--- src/rtl/cml_pkg.sv ---
// Shared constants for the Camera Link receive path: clock-lane pattern,
// aligner state encoding, lane bit map and the word rotation helper.
package cml_pkg;

  localparam logic [6:0] CLK_PATTERN = 7'b1100011;

  typedef enum logic {
    ST_HUNT   = 1'b0,
    ST_LOCKED = 1'b1
  } align_state_e;

  // Positions in the aligned 28-bit word {lane3,lane2,lane1,lane0}.
  // Entry i is pixel bit i, where pixel = {portc, portb, porta}.
  localparam int PIX_MAP [24] = '{
    6, 5, 4, 3, 2, 1, 27, 26,
    0, 13, 12, 11, 10, 9, 25, 24,
    8, 7, 20, 19, 18, 17, 23, 22
  };
  localparam int LVAL_BIT = 16;
  localparam int FVAL_BIT = 15;
  localparam int DVAL_BIT = 14;

  function automatic logic [6:0] rotl7(input logic [6:0] w, input logic [2:0] r);
    logic [13:0] dbl;
    dbl = {w, w} << r;
    return dbl[13:7];
  endfunction

  function automatic logic [23:0] unpackPix(input logic [27:0] aw);
    logic [23:0] pix;
    pix = '0;
    for (int i = 0; i < 24; i++) begin
      pix[i] = aw[PIX_MAP[i]];
    end
    return pix;
  endfunction

endpackage

--- src/rtl/cml_word_align.sv ---
// Clock-lane word aligner: hunts for the rotation that yields the clock
// pattern, holds it once locked, and registers the rotated data lanes.
module cml_word_align import cml_pkg::*; #(
  parameter int LOCK_CNT   = 16,
  parameter int UNLOCK_CNT = 4
) (
  input  logic        clk_i,
  input  logic        rst_i,
  input  logic [6:0]  clk_word_i,
  input  logic [27:0] data_word_i,
  output logic        locked_o,
  output logic [2:0]  rot_o,
  output logic [27:0] aligned_o,
  output logic        lock_err_o
);

  localparam int CW = $clog2(LOCK_CNT + 1);
  localparam int MW = $clog2(UNLOCK_CNT + 1);

  align_state_e   state_q, state_d;
  logic [2:0]     rot_q, rot_d;
  logic [CW-1:0]  matchCnt_q, matchCnt_d;
  logic [MW-1:0]  missCnt_q, missCnt_d;
  logic           lockErr_q, lockErr_d;
  logic [27:0]    aligned_q;
  logic           patternHit;

  assign patternHit = (rotl7(clk_word_i, rot_q) == CLK_PATTERN);

  always_ff @(posedge clk_i) begin
    if (rst_i) begin
      state_q    <= ST_HUNT;
      rot_q      <= '0;
      matchCnt_q <= '0;
      missCnt_q  <= '0;
      lockErr_q  <= 1'b0;
      aligned_q  <= '0;
    end else begin
      state_q    <= state_d;
      rot_q      <= rot_d;
      matchCnt_q <= matchCnt_d;
      missCnt_q  <= missCnt_d;
      lockErr_q  <= lockErr_d;
      aligned_q  <= {rotl7(data_word_i[27:21], rot_q), rotl7(data_word_i[20:14], rot_q),
                     rotl7(data_word_i[13:7], rot_q), rotl7(data_word_i[6:0], rot_q)};
    end
  end

  always_comb begin
    state_d    = state_q;
    rot_d      = rot_q;
    matchCnt_d = matchCnt_q;
    missCnt_d  = missCnt_q;
    lockErr_d  = lockErr_q;
    unique case (state_q)
      ST_HUNT: begin
        if (!patternHit) begin
          rot_d      = (rot_q == 3'd6) ? 3'd0 : rot_q + 3'd1;
          matchCnt_d = '0;
        end else if (matchCnt_q == CW'(LOCK_CNT - 1)) begin
          state_d    = ST_LOCKED;
          matchCnt_d = '0;
          missCnt_d  = '0;
        end else begin
          matchCnt_d = matchCnt_q + CW'(1);
        end
      end
      ST_LOCKED: begin
        if (patternHit) begin
          missCnt_d = '0;
        end else if (missCnt_q == MW'(UNLOCK_CNT - 1)) begin
          // Hunting resumes from the rotation that was last good.
          state_d    = ST_HUNT;
          lockErr_d  = 1'b1;
          missCnt_d  = '0;
          matchCnt_d = '0;
        end else begin
          missCnt_d = missCnt_q + MW'(1);
        end
      end
      default: state_d = ST_HUNT;
    endcase
  end

  assign locked_o   = (state_q == ST_LOCKED);
  assign rot_o      = rot_q;
  assign aligned_o  = aligned_q;
  assign lock_err_o = lockErr_q;

endmodule

--- src/rtl/cml_rx_deframer.sv ---
// Camera Link receive deframer: aligns the lanes, unpacks pixels and flags,
// and measures line length and lines per frame against the expected size.
module cml_rx_deframer import cml_pkg::*; #(
  parameter int ROW        = 1024,
  parameter int COL        = 1280,
  parameter int LOCK_CNT   = 16,
  parameter int UNLOCK_CNT = 4
) (
  input  logic        clk_user,
  input  logic        rst,
  input  logic [6:0]  clk_word,
  input  logic [27:0] data_word,
  output logic        locked,
  output logic [2:0]  rot,
  output logic [23:0] pix_data,
  output logic        fval,
  output logic        lval,
  output logic        dval,
  output logic        pix_val,
  output logic [15:0] line_len,
  output logic [15:0] line_num,
  output logic        frame_done,
  output logic        size_err,
  output logic        lock_err
);

  logic [27:0] aligned;
  logic [23:0] pix_q;
  logic        fval_q, lval_q, dval_q;
  logic [15:0] pixCnt_q, pixCnt_d;
  logic [15:0] lineCnt_q, lineCnt_d;
  logic [15:0] lineLen_q, lineLen_d;
  logic [15:0] lineNum_q, lineNum_d;
  logic        lvalPrev_q, lvalPrev_d;
  logic        fvalPrev_q, fvalPrev_d;
  logic        frameDone_q, frameDone_d;
  logic        sizeErr_q, sizeErr_d;
  logic [15:0] lineCntAtEnd;
  logic        lineEnd, frameEnd;

  cml_word_align #(
    .LOCK_CNT   (LOCK_CNT),
    .UNLOCK_CNT (UNLOCK_CNT)
  ) u_align (
    .clk_i       (clk_user),
    .rst_i       (rst),
    .clk_word_i  (clk_word),
    .data_word_i (data_word),
    .locked_o    (locked),
    .rot_o       (rot),
    .aligned_o   (aligned),
    .lock_err_o  (lock_err)
  );

  always_ff @(posedge clk_user) begin
    if (rst) begin
      pix_q  <= '0;
      fval_q <= 1'b0;
      lval_q <= 1'b0;
      dval_q <= 1'b0;
    end else begin
      if (locked) begin
        pix_q <= unpackPix(aligned);
      end
      fval_q <= aligned[FVAL_BIT];
      lval_q <= aligned[LVAL_BIT];
      dval_q <= aligned[DVAL_BIT];
    end
  end

  assign pix_data = pix_q;
  assign fval     = locked & fval_q;
  assign lval     = locked & lval_q;
  assign dval     = locked & dval_q;
  assign pix_val  = fval & lval & dval;

  assign lineEnd  = lvalPrev_q & ~lval;
  assign frameEnd = fvalPrev_q & ~fval;

  // A line end coinciding with a frame end is counted before line_num loads.
  always_comb begin
    pixCnt_d     = pixCnt_q;
    lineCnt_d    = lineCnt_q;
    lineLen_d    = lineLen_q;
    lineNum_d    = lineNum_q;
    lvalPrev_d   = lval;
    fvalPrev_d   = fval;
    frameDone_d  = 1'b0;
    sizeErr_d    = sizeErr_q;
    lineCntAtEnd = lineCnt_q;
    if (!locked) begin
      pixCnt_d  = '0;
      lineCnt_d = '0;
    end else begin
      if (pix_val && pixCnt_q != 16'hFFFF) begin
        pixCnt_d = pixCnt_q + 16'd1;
      end
      if (lineEnd) begin
        lineLen_d    = pixCnt_q;
        pixCnt_d     = '0;
        lineCntAtEnd = (lineCnt_q == 16'hFFFF) ? lineCnt_q : lineCnt_q + 16'd1;
        lineCnt_d    = lineCntAtEnd;
        if (pixCnt_q != 16'(COL)) begin
          sizeErr_d = 1'b1;
        end
      end
      if (frameEnd) begin
        lineNum_d   = lineCntAtEnd;
        frameDone_d = 1'b1;
        pixCnt_d    = '0;
        lineCnt_d   = '0;
        if (lineCntAtEnd != 16'(ROW)) begin
          sizeErr_d = 1'b1;
        end
      end
    end
  end

  always_ff @(posedge clk_user) begin
    if (rst) begin
      pixCnt_q    <= '0;
      lineCnt_q   <= '0;
      lineLen_q   <= '0;
      lineNum_q   <= '0;
      lvalPrev_q  <= 1'b0;
      fvalPrev_q  <= 1'b0;
      frameDone_q <= 1'b0;
      sizeErr_q   <= 1'b0;
    end else begin
      pixCnt_q    <= pixCnt_d;
      lineCnt_q   <= lineCnt_d;
      lineLen_q   <= lineLen_d;
      lineNum_q   <= lineNum_d;
      lvalPrev_q  <= lvalPrev_d;
      fvalPrev_q  <= fvalPrev_d;
      frameDone_q <= frameDone_d;
      sizeErr_q   <= sizeErr_d;
    end
  end

  assign line_len   = lineLen_q;
  assign line_num   = lineNum_q;
  assign frame_done = frameDone_q;
  assign size_err   = sizeErr_q;

endmodule

--- config.mk ---
export PLATFORM = sky130hd
export DESIGN_NAME = cml_rx_deframer
export DESIGN_NICKNAME = d
export VERILOG_FILES = /design/src/rtl/cml_pkg.sv /design/src/rtl/cml_word_align.sv /design/src/rtl/cml_rx_deframer.sv
export SDC_FILE = /design/constraint.sdc
export NUM_CORES = 1
export LEC_CHECK = 0
export ABC_CLOCK_PERIOD_IN_PS = 3800
export CORE_MARGIN = 2
export CORE_UTILIZATION = 54
export CTS_CLUSTER_DIAMETER = 120
export DETAILED_ROUTE_END_ITERATION = 10
export PLACE_DENSITY = 0.79
export SLEW_MARGIN = 25
export SYNTH_ARGS = -nofsm -noshare
export SYNTH_HDL_FRONTEND = slang
export SYNTH_SLANG_ARGS = --single-unit
--- constraint.sdc ---
create_clock -name clk_user -period 3.8 [get_ports clk_user]
set_input_delay 0.57 -clock clk_user [delete_from_list [all_inputs] [get_ports clk_user]]
set_output_delay 0.57 -clock clk_user [all_outputs]
set_load 0.05 [all_outputs]
# --- Word level (Yosys, flattened, before mapping) ---
# Index checks and enable logic that the tools add are counted.
# Widths: inputs -> output; s select.
classes:
  addsub: 5
  eq_ne: 12
  shifts: 5
  mux: 24
  n_bitwise: 11
  reduce_logical: 10
ops:
  columns: ["op", "n"]
  rows:
  - ["$shl 14x3->14", 5]
  - ["$mux 16", 3]
  - ["$add 16x1->16 const B", 2]
  - ["$ne 16x11->1 const B", 2]
  - ["$mux 5", 4]
  - ["$eq 16x16->1 const B", 1]
  - ["$ne 16x16->1 const B", 1]
  - ["$mux 3", 5]
  - ["$pmux 5 s2", 1]
  - ["$reduce_and 2->1", 5]
  - ["$mux 1", 9]
  - ["$and 1x1->1", 7]
  - ["$eq 7x7->1 const B", 1]
  - ["$add 3x1->3 const B", 2]
  - ["$pmux 3 s2", 1]
  - ["$add 5x1->5 const B", 1]
  - ["$eq 5x4->1 const B", 1]
  - ["$ne 2x1->1 const B", 2]
  - ["$ne 2x2->1 const B", 2]
  - ["$not 1->1", 4]
  - ["$reduce_or 4->1", 1]
  - ["$eq 3x2->1 const B", 1]
  - ["$eq 3x3->1 const B", 1]
  - ["$reduce_and 3->1", 1]
  - ["other kinds (4)", 4]
word_totals:
  reg_bits: 136
  input_bits: 37
  out_inout_bits: 67
  elab_cells: 85

# --- Logic depth before layout (Yosys ltp) ---
# Gate-level depths: netlist of the first run.
logic_depth:
  depth_word: 8
  mapped_depth: 8
  depth_no_buf: 8

# --- By module ---
# From an unflattened synthesis of the first run, not the netlist that was laid out.
hier_totals:
  cells_unflattened: 711
  area_unflattened_um2: 6621.4
by_module_without_submodules:
  columns: ["mod", "instances", "cells_each", "area_each_um2", "seq_area_each_um2"]
  rows:
  - ["cml_rx_deframer", 1, 447, 4022.6, 1901.8]
  - ["cml_word_align", 1, 264, 2598.7, 820.8]

# --- Least setup slack after synthesis of the first run ---
# OpenSTA, ideal clock, no wires.
synth_timing:
  kind: "reg2out"
  start: "reg u_align.state_q (netlist: u_align.locked_o)"
  end: "out pix_val"
  t_arrival_ns: 1.859
  t_required_ns: 3.230
  path_slack_ns: 1.371
  path_stages_with_launch: 5
  n_path_buf: 1
  path_cell_list: "dfxtp_1 > buf_6 > and2_1 > nand3_1 > inv_1"
synth_via:
  elab_chain_cells: 3
  elab_cells_between_ends: 5
  cone_classes: "bitwise: 5"
synth_rtl:
  columns: ["element", "line_no", "text"]
  rows:
  - ["start: declaration", "cml_word_align.sv:20", "align_state_e state_q, state_d;"]
  - ["start signal: assignment", "cml_word_align.sv:39", "state_q <= state_d;"]
  - ["$and 1x1->1", "cml_rx_deframer.sv:73", "assign lval = locked & lval_q;"]
  - ["named net lval", "cml_rx_deframer.sv:17", "output logic lval,"]
  - ["$and 1x1->1 (2 in a row)", "cml_rx_deframer.sv:75", "assign pix_val = fval & lval & dval;"]
  - ["end: declaration", "cml_rx_deframer.sv:19", "output logic pix_val,"]
# The timed path passes the listed nets, and every way through them passes these cells.

# --- Worst setup path after layout of the first run ---
layout_timing:
  start: "in clk_word[4]"
  end: "reg u_align.missCnt_q[0]"
layout_via:
  elab_chain_cells: 4
  elab_cells_between_ends: 6
  cone_classes: "eq/ne: 2; shift: 1; mux: 2; reduce/logical: 1"
layout_rtl:
  columns: ["element", "line_no", "text"]
  rows:
  - ["start: declaration", "cml_rx_deframer.sv:11", "input logic [6:0] clk_word,"]
  - ["$shl 14x3->14 (*)", "cml_pkg.sv:25", "dbl = {w, w} << r;"]
  - ["$eq 7x7->1 (*)", "cml_word_align.sv:28", "assign patternHit = (rotl7(clk_word_i, rot_q) == CLK_PATTERN);"]
  - ["$mux 3 / $ne 2x1->1 (equally long branches)", null, null]
  - ["$pmux 3 s2 / $reduce_and 2->1 (equally long branches)", null, null]
  - ["end signal: assignment", "cml_word_align.sv:42", "missCnt_q <= missCnt_d;"]
  - ["end: declaration", "cml_word_align.sv:23", "logic [MW-1:0] missCnt_q, missCnt_d;"]
# Mark *: on every way between the ends. The rest lies on a longest branch, timed or not.
# A chain may end at the register's enable or synchronous reset.

==> flow_summary.ini, run 1 <==
[yosys]
syn_avg_cell_area_um2 = 8.92
syn_nets = 743
synthTopCellsByArea = dfxtp_1 (43%), mux2i_1 (12%), nor2_1 (5.9%)
synth.distinct_cells = 62
synthCells = 701
yosysTopAreaCell = dfxtp_1
yosys_warnings = 0
yosys_register_bits = 135
synth_top_area_share_pct = 43.2
ys.flop_type = dfxtp_1
synth-edff-count = 0
syn-cell-area_mm2 = 0.00625
yosysSeqAreaShare_pct = 43.2
async_reset_ff_share_pct = 0

[critical_path]
startpoint_type = input pin
r2r-start = lineCnt_q[0]$_SDFF_PP0_
arrival_ps = 3040
worst-path-max-fanout = 19
crit_type = in -> reg
critPathTopFamily = compound AO/OA/AOI/OAI gates
critPathRequiredTime_ps = 4100
endpoint_kind = register
cpPeakStageDelay_ps = 630
critPathLaunch = clk_word[4]
crit_buf_inv = 1
cp_slowest_cell = o22ai_2
path_cells = clkdlybuf4s50_1 > or3b_2 > o211ai_1 > o2111ai_1 > o22ai_2 > a211oi_1 > mux2_2

[job]
cap_violations = 0

[cells_and_area]
mostFrequentLayoutCell = dfxtp_1
regArea_mm2 = 0.00271
drive_above_1_share_pct = 8.34
mostFrequentLayoutCells = dfxtp_1 (132), clkdlybuf4s50_1 (102), nor2_1 (98)
n_antenna_cell = 0
nFillCells = 874
syn2layout_area_growth_pct = 27.3
multi_input_area_mm2 = 0.00332
layout.nets = 832

[floorplanning]
die_x_um = 112
design.core.area_mm2 = 0.0114
start_util_pct = 55.0
die_h_um = 112
dieArea_mm2 = 0.0125
row_count = 39
io_pins = 104

[pwr]
fin_total_pwr_mw = 3.48
combPwrFrac_pct = 8.7
p_per_area_mw_per_mm2 = 438
power.share.sequential_pct = 42.2
clkPwrFrac_pct = 49.1
power.internal_mw = 2.71
max-vdd-ir-drop_v = 0.000411
p_switching_mw = 0.774
p_sw_share_pct = 22.2
leakagePower_nw = 2.74

[cts]
clock-sinks = 135
worstSkewPairLatency_ps = 420
htreeDepth = 4
root_buffer = clkbuf_16
clockBufferDepth = 2
clk_pin_slew_ps = 60
post-cts-setup-buffers = 0
cts_resized = 0
cts-buffers-inserted = 17
tritoncts = yes
holdBufCountCts = 0

[detailed_routing]
dr.pass1.iters = 5
wire_per_inst_um = 15.1
drcViolationCount = 0
num_vias = 5359
viasPerCell = 5.66
finalWirelength_um = 14300
ant_nets = 0
first_iter_violations = 400

[global_routing]
grt_use_total_pct = 23.4
antenna_found_initial = 0
grt_first_pass_wirelength_um = 23800
grt_pass1_vias = 5045
overflow = 0
grt_max_degree = 98

[placement]
dp_hpwl_um = 9800
place_congestion = 0.886
port-buffer-count = 103

[sta]
final.period_utilization_pct = 72.1
setup_viol = 0
tns_ps = 0
fin_worst_skew_ps = 11.1
fin_crit_ps = 2740
finalMaxSlewViolations = 0
fmax_ghz = 0.365
slew_headroom_pct = 34.8
rsz0062_at_grt = no
worst_pin_slew_ps = 979
hold_violations = 0

[hold_path]
worstHoldStart = u_align.aligned_o[15]$_SDFF_PP0_
min-delay-path-class = reg -> reg

[outcome]
status = completed
[per-stage QoR]
stage | instances | area, µm² | hold slack (ps) | utilization (%) | setup slack, ps
floorplan | 701 | 6250 | 412 | - | 1370
global placement | 914 | 7340 | 423 | 64.6 | 787
detailed placement | 914 | 7340 | 431 | 64.6 | 670
CTS | 946 | 7960 | 442 | 70.0 | 1060
global route | 946 | 7960 | 461 | 70.0 | 937
finish | 946 | 7960 | 442 | 70.0 | 1060
[cell type report]
class,count,area share [%]
clock inverters,12,2.20
multi-input cells,512,41.7
repair buffers,111,13.6
well taps,143,2.25
flip-flops and latches,135,34.0
clock buffers,20,5.61
inverters,13,0.613
[power groups by stage]
stage | clock [mW] | sequential, mW | combinational (mW)
6_report | 1.71 | 1.47 | 0.302
3_3_place_gp | 0 | 1.50 | 0.287
4_1_cts | 1.74 | 1.47 | 0.302
3_5_place_dp | 0 | 1.50 | 0.300
2_1_floorplan | 0 | 1.50 | 0.205
5_1_grt | 1.81 | 1.47 | 0.330
[cell usage after synthesis, types with 3 or more instances]
library cell and n:
a211oi_1 15, nor4b_1 5, buf_2 9, nand2b_1 4
o211ai_1 5, nor2_1 98, nand2_1 83, mux4_2 8
clkbuf_1 22, buf_1 7, nand4_1 12, nor3b_1 3
mux2_2 7, o21ai_0 13, and2_1 9, or3_1 5
nor4_1 5, nor3_1 11, xnor2_1 10, nor2b_1 10
ha_1 5, dfxtp_1 135, a21oi_1 52, and4_1 3
mux2i_1 75, xor2_1 8, inv_1 12, a31oi_1 3
o21a_1 3, nand3_1 18, o31ai_1 5
[layer usage]
layer | wire length (µm) | vias up | track usage (%)
met5 | 0 | - | 0
met4 | 271 | 0 | 9.63
met3 | 814 | 21 | 7.51
met2 | 6990 | 169 | 37.9
met1 | 6190 | 2511 | 28.9
li1 | - | 2658 | -
[registers in the layout, summed over array words and instances (netlist names), 3 cells and up]
signal and count:
u_align.matchCnt_q 5, pixCnt_q 16, line_len 16, u_align.missCnt_q 3
lineCnt_q 16, line_num 16, u_align.aligned_o 27, pix_data 24
u_align.rot_o 3
[cells by family after synthesis]
logic type / Yosys count / share of synthesized area (%)
AOI/OAI and AO/OA: 113 / 11.4
xor gates and xnor gates: 18 / 2.52
adders and majority gates: 5 / 1.00
buffers and inverters: 54 / 3.72
DFF: 135 / 43.2
muxes: 90 / 16.1
and+or+nand+nor: 286 / 22.0
[worst paths after layout]
check | to | slack, ps | depth (start not counted)
min | fval_q$_SDFF_PP0_ | 440 | 1
max | u_align.missCnt_q[0]$_SDFFE_PP0P_ | 1060 | 7
min reg2reg | fval_q$_SDFF_PP0_ | 440 | 1
max reg2reg | size_err$_SDFFE_PP0P_ | 1250 | 7
Note: power is estimated with default switching activity, not from simulation.
==> run 2: changes to the inputs <==
--- a/config.mk
+++ b/config.mk
@@ -5,12 +5,12 @@
 export SDC_FILE = /design/constraint.sdc
 export NUM_CORES = 1
 export LEC_CHECK = 0
-export ABC_CLOCK_PERIOD_IN_PS = 3800
+export ABC_CLOCK_PERIOD_IN_PS = 2700
 export CORE_MARGIN = 2
-export CORE_UTILIZATION = 54
+export CORE_UTILIZATION = 53
 export CTS_CLUSTER_DIAMETER = 120
 export DETAILED_ROUTE_END_ITERATION = 10
-export PLACE_DENSITY = 0.79
+export PLACE_DENSITY = 0.78
 export SLEW_MARGIN = 25
 export SYNTH_ARGS = -nofsm -noshare
 export SYNTH_HDL_FRONTEND = slang
==> constraint.sdc (replaced) <==
create_clock -name clk_user -period 2.7 [get_ports clk_user]
set_input_delay 0.405 -clock clk_user [delete_from_list [all_inputs] [get_ports clk_user]]
set_output_delay 0.405 -clock clk_user [all_outputs]
set_load 0.05 [all_outputs]
==> flow_summary.ini, run 2 (synthesized netlist as in run 1, its figures left out) <==
[detailed_routing]
wire_per_inst_um = 15.5
first_iter_violations = 241
drcViolationCount = 0
viasPerCell = 5.67
finalWirelength_um = 14800
dr.pass1.iters = 5
num_vias = 5404
ant_nets = 0

[placement]
placed_cells = 921
place_congestion = 0.922
dp_hpwl_um = 10200
place_ws_ps = 109
port-buffer-count = 103

[sta]
final.period_utilization_pct = 94.0
fin_crit_ps = 2540
worst_pin_slew_ps = 989
fin_worst_skew_ps = 6.30
rsz0062_at_grt = no
timing.hold.ws_ps = 437
fmax_ghz = 0.394
setup_viol = 0
finalMaxSlewViolations = 0
hold_violations = 0
tns_ps = 0
setup_slack_ps = 163
slew_headroom_pct = 34.1

[hold_path]
min-delay-path-class = reg -> reg

[floorplanning]
dieArea_mm2 = 0.0127
start_util_pct = 54.5
die_x_um = 113
row_count = 39
die_h_um = 113
io_pins = 104
design.core.area_mm2 = 0.0115

[critical_path]
critPathRequiredTime_ps = 2300
r2r_setup_slack_ps = 310
startpoint_type = register
endpoint = pix_val
worst-path-max-fanout = 9
ff2ff_path_depth = 7
critPathLaunch = u_align.locked_o$_SDFF_PP0_
endpoint_kind = output port
r2r-start = lineCnt_q[0]$_SDFF_PP0_
arrival_ps = 2130
r2r-end = size_err$_SDFFE_PP0P_
crit_type = reg -> out

[cells_and_area]
final-instance-count-excl-fill = 953
syn2layout_area_growth_pct = 28.6
nFillCells = 887
layout.nets = 839
largest_register_ffs = 27
n_antenna_cell = 0
mostFrequentLayoutCells = dfxtp_1 (132), clkdlybuf4s50_1 (102), nor2_1 (98)
drive_above_1_share_pct = 9.38
mostFrequentLayoutCell = dfxtp_1

[pwr]
p_switching_mw = 1.14
combPwrFrac_pct = 8.4
p_sw_share_pct = 22.6
p_per_area_mw_per_mm2 = 625
power.share.sequential_pct = 41.3
power.internal_mw = 3.89
max-vdd-ir-drop_v = 0.000448
clkPwrFrac_pct = 50.3
fin_total_pwr_mw = 5.02
leakagePower_nw = 2.77

[cts]
htreeDepth = 4
cts-buffers-inserted = 17
root_buffer = clkbuf_16
holdBufCountCts = 0
post-cts-setup-buffers = 0
tritoncts = yes
clock-sinks = 135
worstSkewPairLatency_ps = 420
clockBufferDepth = 2
clk_pin_slew_ps = 60
cts_resized = 0

[global_routing]
grt_first_pass_wirelength_um = 24800
grt_pass1_vias = 5392
grt_max_degree = 98
antenna_found_initial = 0
grt_use_total_pct = 24.1
overflow = 0

[outcome]
status = completed

[job]
cap_violations = 0
[run 2: power groups by stage]
stage	clock (mW)	combinational (mW)	sequential [mW]
finish	2.53	0.424	2.07
global route	2.65	0.463	2.08
CTS	2.56	0.424	2.08
detailed placement	0	0.420	2.12
global placement	0	0.404	2.12
floorplan	0	0.289	2.12
[run 2: per-stage QoR]
stage	cell area (µm²)	utilization [%]
final	8040	70.1
after CTS	8040	70.1
after global routing	8040	70.1
after global placement	7390	64.5
after floorplan	6250	-
after detailed placement	7390	64.5
[run 2: area by class of cell]
cell class	instances	area (µm²)	area share, %
inverter	13	48.8	0.607
multi-input combinational	512	3320	41.3
sequential	135	2710	33.6
timing repair buffer	118	1140	14.2
tap	143	179	2.22
clock inverter	15	226	2.82
clock buffer	17	425	5.29
[run 2: worst max-delay path, cell delays in order, from the launching register on]
cell and delay, ps:
dfxtp_2 400, and2_1 210, nand3_1 200, inv_1 110, clkdlybuf4s50_1 800
[run 2: worst min-delay path by stage]
stage | cells past startpoint | startpoint | end | slack, ps
2_1_floorplan | 2 | u_align.matchCnt_q[4]$_SDFFE_PP0P_ | u_align.matchCnt_q[4]$_SDFFE_PP0P_ | 410
3_3_place_gp | 2 | u_align.matchCnt_q[4]$_SDFFE_PP0P_ | u_align.matchCnt_q[4]$_SDFFE_PP0P_ | 420
3_5_place_dp | 1 | u_align.aligned_o[16]$_SDFF_PP0_ | lval_q$_SDFF_PP0_ | 430
4_1_cts | 1 | u_align.aligned_o[16]$_SDFF_PP0_ | lval_q$_SDFF_PP0_ | 440
5_1_grt | 1 | u_align.aligned_o[16]$_SDFF_PP0_ | lval_q$_SDFF_PP0_ | 450
6_report | 1 | u_align.aligned_o[16]$_SDFF_PP0_ | lval_q$_SDFF_PP0_ | 440
[run 2: metal layers]
| layer | track usage, % | part of all wire (%) | up-vias |
|---|---|---|---|
| li1 | - | - | 2679 |
| met1 | 28.2 | 43 | 2576 |
| met2 | 40.8 | 49 | 120 |
| met3 | 6.86 | 5.0 | 29 |
| met4 | 11.1 | 2.3 | 0 |
| met5 | 0 | 0 | - |
